`config.mk`:
```
export PLATFORM = sky130hd
export DESIGN_NAME = masked_chi_iter
export DESIGN_NICKNAME = d
export VERILOG_FILES = /design/src/rtl/masked_chi_iter.sv
export SDC_FILE = /design/constraint.sdc
export NUM_CORES = 1
export LEC_CHECK = 0
export CAP_MARGIN = 5
export CORE_MARGIN = 4
export CORE_UTILIZATION = 55
export CTS_CLUSTER_SIZE = 20
export DETAILED_ROUTE_END_ITERATION = 16
export PLACE_DENSITY = 0.83
export SLEW_MARGIN = 20
export SYNTH_ARGS = -nofsm -noshare
export SYNTH_HDL_FRONTEND = slang
export SYNTH_SLANG_ARGS = --single-unit
```
`constraint.sdc`:
```
create_clock -name clk -period 6.2 [get_ports clk]
set_input_delay 0.62 -clock clk [delete_from_list [all_inputs] [get_ports clk]]
set_output_delay 0.62 -clock clk [all_outputs]
set_load 0.01 [all_outputs]
```
`src/rtl/masked_chi_iter.sv`:
```
// Two-share masked Keccak-style chi on a W-bit row, one masked AND per clock.
// Cross-share terms are always registered before they meet the other share.
module masked_chi_iter #(
    parameter int W = 5
) (
    input  logic         clk,
    input  logic         rst_n,
    input  logic         in_valid,
    output logic         in_ready,
    input  logic [W-1:0] share0_in,
    input  logic [W-1:0] share1_in,
    input  logic         rand_i,
    output logic         out_valid,
    input  logic         out_ready,
    output logic [W-1:0] share0_out,
    output logic [W-1:0] share1_out,
    output logic         busy,
    output logic [1:0]   dbg_state_o
);

    generate
        if ((W < 3) || (W > 25) || ((W % 2) == 0)) begin : g_bad_w
            $error("masked_chi_iter: W must be odd and within 3..25");
        end
    endgenerate

    typedef enum logic [1:0] {
        IDLE = 2'd0,
        COMP = 2'd1,
        DONE = 2'd2
    } state_e;

    localparam int KW = $clog2(W + 1);
    localparam logic [KW-1:0] K_LAST = KW'(W);

    state_e        state_q, state_d;
    logic [KW-1:0] k_q, k_d;
    logic [W-1:0]  x0_q, x0_d;
    logic [W-1:0]  x1_q, x1_d;
    logic [W-1:0]  y0_q, y0_d;
    logic [W-1:0]  y1_q, y1_d;
    logic          r0_q, r0_d;
    logic          r1_q, r1_d;

    // ia/ib: operand bits of the AND started this step; pa/ia and ip: bit being finished.
    int   ia, ib, pa, ip;
    logic a0, a1, b0, b1;
    logic pa0, pa1, pb0, pb1, xp0, xp1;

    always_ff @(posedge clk or negedge rst_n) begin
        if (!rst_n) begin
            state_q <= IDLE;
            k_q     <= '0;
            x0_q    <= '0;
            x1_q    <= '0;
            y0_q    <= '0;
            y1_q    <= '0;
            r0_q    <= 1'b0;
            r1_q    <= 1'b0;
        end else begin
            state_q <= state_d;
            k_q     <= k_d;
            x0_q    <= x0_d;
            x1_q    <= x1_d;
            y0_q    <= y0_d;
            y1_q    <= y1_d;
            r0_q    <= r0_d;
            r1_q    <= r1_d;
        end
    end

    always_comb begin
        state_d = state_q;
        k_d     = k_q;
        x0_d    = x0_q;
        x1_d    = x1_q;
        y0_d    = y0_q;
        y1_d    = y1_q;
        r0_d    = r0_q;
        r1_d    = r1_q;

        ia = int'(k_q) + 1;
        if (ia >= W) ia = ia - W;
        ib = ia + 1;
        if (ib >= W) ib = ib - W;
        pa = int'(k_q);
        if (pa >= W) pa = pa - W;
        ip = int'(k_q) - 1;
        if (ip < 0) ip = 0;

        a0 = 1'b0; a1 = 1'b0; b0 = 1'b0; b1 = 1'b0;
        pa0 = 1'b0; pa1 = 1'b0; pb0 = 1'b0; pb1 = 1'b0;
        xp0 = 1'b0; xp1 = 1'b0;
        for (int j = 0; j < W; j++) begin
            if (j == ia) begin
                a0  = x0_q[j];
                a1  = x1_q[j];
                pb0 = x0_q[j];
                pb1 = x1_q[j];
            end
            if (j == ib) begin
                b0 = x0_q[j];
                b1 = x1_q[j];
            end
            if (j == pa) begin
                pa0 = x0_q[j];
                pa1 = x1_q[j];
            end
            if (j == ip) begin
                xp0 = x0_q[j];
                xp1 = x1_q[j];
            end
        end

        unique case (state_q)
            IDLE: begin
                if (in_valid) begin
                    x0_d    = share0_in;
                    x1_d    = share1_in;
                    y0_d    = '0;
                    y1_d    = '0;
                    k_d     = '0;
                    state_d = COMP;
                end
            end
            COMP: begin
                if (k_q < K_LAST) begin
                    r0_d = (~a0 & b1) ^ rand_i;
                    r1_d = (a1 & b0) ^ rand_i;
                end
                // Finish bit k-1 using only same-share terms plus the registered cross term.
                if (k_q != '0) begin
                    for (int j = 0; j < W; j++) begin
                        if (j == ip) begin
                            y0_d[j] = xp0 ^ (~pa0 & pb0) ^ r0_q;
                            y1_d[j] = xp1 ^ (pa1 & pb1) ^ r1_q;
                        end
                    end
                end
                if (k_q == K_LAST) begin
                    state_d = DONE;
                end else begin
                    k_d = k_q + 1'b1;
                end
            end
            DONE: begin
                if (out_ready) state_d = IDLE;
            end
            default: state_d = IDLE;
        endcase
    end

    assign in_ready    = (state_q == IDLE);
    assign out_valid   = (state_q == DONE);
    assign busy        = (state_q == COMP);
    assign share0_out  = y0_q;
    assign share1_out  = y1_q;
    assign dbg_state_o = state_q;

endmodule

```
==> impl_metrics.yaml <==
timing:
  worst_hold_slack_ns: 0.4814
  grt_setup_unrepaired: "false"
  hold_violations: 0
  timing.slew.headroom: 0.3568
  worst_clock_skew_ns: 0.01067
  worst-slew-pin-transition_ns: 0.9575
  worst_slack_setup_final_ns: 0.5361
  time_the_final_worst_path_needs_with_i_o_delays_and_setup_ns: 5.664
  finalSetupTns_ns: 0
  share_of_the_clock_period_used_by_the_worst_path_after_layout: 0.9135
  finalMaxSlewViolations: 0
  setup_viol: 0
  max_clock_freq_mhz: 176.6
min_path:
  terminating_pin_of_the_worst_hold_path: "share1_out[3]"
  hold_path.startpoint: "share1_out[3]"
  holdPathStages: 2
  worstHoldPathType: "reg2reg"
worst_setup_path:
  crit_path_cell_trace: "inv_1 > ha_1 > nor2_1 > o211ai_1 > nand2_2 > inv_1 > ha_1 > nand3_1 > ha_1 > or4b_1 > nor4_1 > o2111a_1 > nor4_1 > xor2_1 > o311ai_0 > a2111oi_2 > xnor2_1 > o21ai_1"
  worstSetupStartpointType: "flip-flop"
  critical_path_s_top_delay_family: "compound AO/OA/AOI/OAI gates"
  crit_path_buf_inv_count: 2
  crit_arrival_ns: 5.83
  critPathMaxStageDelay_ns: 0.62
  critical_path_peak_fanout: 16
  crit_type: "reg2reg"
  slowest_stage: "sky130_fd_sc_hd__ha_1"
  worstPathRequired_ns: 6.36
  end_kind: "flip-flop"
  crit-reg2reg-capture: "r0_q"
  r2r-start: "k_q[0]"
  timing.reg2reg.worst_path_depth: 18
  rrSetupSlack_ns: 0.54
  cp_common_cell: "sky130_fd_sc_hd__ha_1"
finish:
  layout-area-overhead-vs-synth_pct: 13.81
  layout.cells.most_common: "sky130_fd_sc_hd__nand2_1"
  fin_util: 0.6490
  layout.nets: 366
  final_layout_size_suffix_gt1_frac: 0.05689
  antenna_cells_inserted: 0
  layout.cells.most_common_list: "sky130_fd_sc_hd__nand2_1, sky130_fd_sc_hd__clkdlybuf4s50_1, sky130_fd_sc_hd__dfrtp_1"
run:
  maxCapViolCount: 0
clock_tree:
  cts_hold_buffers: 0
  htreeDepth: 1
  clk-insertion-delay-late_ns: 0.28
  clockBufferDepth: 2
  clock-root-buffer: "sky130_fd_sc_hd__clkbuf_8"
  tritoncts.num_buffers: 3
  postCtsResizedCells: 0
  clk_pin_slew_worst_paths_ns: 0.10
  clkSinkCount: 27
  setup_buffers_after_cts: 0
  tritoncts: "built"
synthesis:
  synth_top_cell_by_area: "sky130_fd_sc_hd__dfrtp_1"
  synth-simple-area-share: 0.2633
  main_combinational_cell_family_by_area_after_synthesis: "simple AND/OR/NAND/NOR gates"
  synth.net_count: 346
  synthXorXnorAreaFrac: 0.03153
  yosys_register_bits: 27
  synth-adder-area-share: 0.08008
  ys.flop_type: "sky130_fd_sc_hd__dfrtp_1"
  synthesis.area_mm2: 0.002500
  yosysSeqAreaShare: 0.2703
  synthesis.yosys.warnings: 0
  yosysUniqueCellTypes: 59
  synth.area.top_cells: "sky130_fd_sc_hd__dfrtp_1, sky130_fd_sc_hd__nand2_1, sky130_fd_sc_hd__ha_1"
  postSynth.asyncResetShare: 1.000
  synth.top_cell.area_share: 0.2703
  avgSynthCellArea_um2: 7.936
  synthesis.instances: 315
  synth_edf_count: 0
  synth_compound_area_frac: 0.2623
  yosys-mux-area-fraction: 0.03604
die:
  die_h_um: 75.42
  io_pins: 30
  floorplan.initialDensity: 0.5702
  floorplan.die_area_mm2: 0.005688
  dieWidth_um: 75.42
  fp.coreArea_mm2: 0.004384
  num_rows: 24
global_route:
  grt_util_met2: 0.3854
  global_route.usage.met3: 0.04354
  grt_pass1_wl_mm: 10.82
  grt_pass1_vias: 2293
  global_routing_s_busiest_layer: "met2"
  antenna_found_initial: 0
  groute.layer.met1.usage: 0.3276
  gr-usage-all-layers: 0.2423
  grt_max_degree: 28
  globalRouteOverflowTotal: 0
status:
  status: "finished, final reports clean"
route:
  postRouteAntennaNets: 0
  finalWirelength_mm: 6.627
  drt_iter0_markers: 252
  detailroute.via_count: 2519
  avgViaCountPerCell: 6.526
  wire_per_inst_um: 17.17
  number_of_remaining_drc_errors: 0
  drt_pass1_iterations: 5
placed_design:
  place_ws_ns: 0.6820
  detailed_place_hpwl_mm: 4.897
  placement.io_buffers: 29
  gpl.final_weighted_congestion: 0.9081
[how the worst max path moves through the flow]
stage                      start  endpoint  slack, ns  cells past startpoint
final                     k_q[0]      r0_q       0.54                     18
after global routing      k_q[0]      r0_q       0.16                     18
after CTS                 k_q[0]      r0_q       0.67                     18
after detailed placement  k_q[0]      r0_q       0.68                     18
after global placement    k_q[0]      r0_q       0.90                     18
after floorplan           k_q[0]      r0_q       1.14                     22
[Yosys cell counts (3+ instances only)]
cell type,count
sky130_fd_sc_hd__nand2_1,54
sky130_fd_sc_hd__dfrtp_1,27
sky130_fd_sc_hd__o21ai_0,24
sky130_fd_sc_hd__ha_1,16
sky130_fd_sc_hd__a21oi_1,15
sky130_fd_sc_hd__inv_1,15
sky130_fd_sc_hd__nor2_1,15
sky130_fd_sc_hd__clkbuf_1,13
sky130_fd_sc_hd__nand3_1,10
sky130_fd_sc_hd__o31ai_1,9
sky130_fd_sc_hd__nor2b_1,8
sky130_fd_sc_hd__xnor2_1,7
sky130_fd_sc_hd__a32oi_1,6
sky130_fd_sc_hd__and3_1,6
sky130_fd_sc_hd__nand4_1,5
sky130_fd_sc_hd__nor3_1,5
sky130_fd_sc_hd__a22oi_1,4
sky130_fd_sc_hd__a31oi_1,4
sky130_fd_sc_hd__mux2_2,4
sky130_fd_sc_hd__a21o_1,3
sky130_fd_sc_hd__and2_1,3
sky130_fd_sc_hd__nand2b_1,3
sky130_fd_sc_hd__nand3b_1,3
sky130_fd_sc_hd__nor3b_1,3
sky130_fd_sc_hd__o2111ai_1,3
sky130_fd_sc_hd__o211a_1,3
sky130_fd_sc_hd__o22ai_1,3
[registers in the layout, summed over array words and instances, names as in the netlist]
name and cells:
x0_q 5, dbg_state_o 2, x1_q 5, k_q 3, share0_out 5, share1_out 5, r1_q 1, r0_q 1
[routing by layer]
metal | part of all wire | wire length (um)
met5 | 0 | 0
met4 | 0.038 | 252
met3 | 0.069 | 454
met2 | 0.46 | 3055
met1 | 0.43 | 2864
[cell type report]
cell class | count | area, um2
Clock buffer | 4 | 45.04
Fill cell | 399 | 1539
Inverter | 15 | 56.30
Multi-Input combinational cell | 255 | 1683
Sequential cell | 27 | 675.6
Tap cell | 52 | 65.06
Timing Repair Buffer | 33 | 320.3
[worst reg2reg max path: stages (launching register included)]
cell and delay (ns):
sky130_fd_sc_hd__dfrtp_1 0.36, sky130_fd_sc_hd__inv_1 0.11, sky130_fd_sc_hd__ha_1 0.62, sky130_fd_sc_hd__nor2_1 0.13, sky130_fd_sc_hd__o211ai_1 0.40, sky130_fd_sc_hd__nand2_2 0.15
sky130_fd_sc_hd__inv_1 0.30, sky130_fd_sc_hd__ha_1 0.49, sky130_fd_sc_hd__nand3_1 0.13, sky130_fd_sc_hd__ha_1 0.20, sky130_fd_sc_hd__or4b_1 0.55, sky130_fd_sc_hd__nor4_1 0.41
sky130_fd_sc_hd__o2111a_1 0.47, sky130_fd_sc_hd__nor4_1 0.11, sky130_fd_sc_hd__xor2_1 0.15, sky130_fd_sc_hd__o311ai_0 0.30, sky130_fd_sc_hd__a2111oi_2 0.43, sky130_fd_sc_hd__xnor2_1 0.16
sky130_fd_sc_hd__o21ai_1 0.07
[logic make-up after synthesis]
| logic type | after synthesis |
|---|---|
| AOI/OAI and AO/OA | 94 |
| xor gates and xnor gates | 9 |
| adders and majority gates | 16 |
| buffers and inverters | 33 |
| DFF | 27 |
| muxes | 6 |
| and+or+nand+nor | 130 |
[metrics by stage]
stage / cells / instance area (um2)
CTS: 386 / 2845
finish: 386 / 2845
floorplan: 315 / 2500
detailed placement: 382 / 2800
global route: 386 / 2845
global placement: 382 / 2800
Power is not shown: default switching activity piles up to over one toggle a cycle in this logic, so the estimate is an artifact.
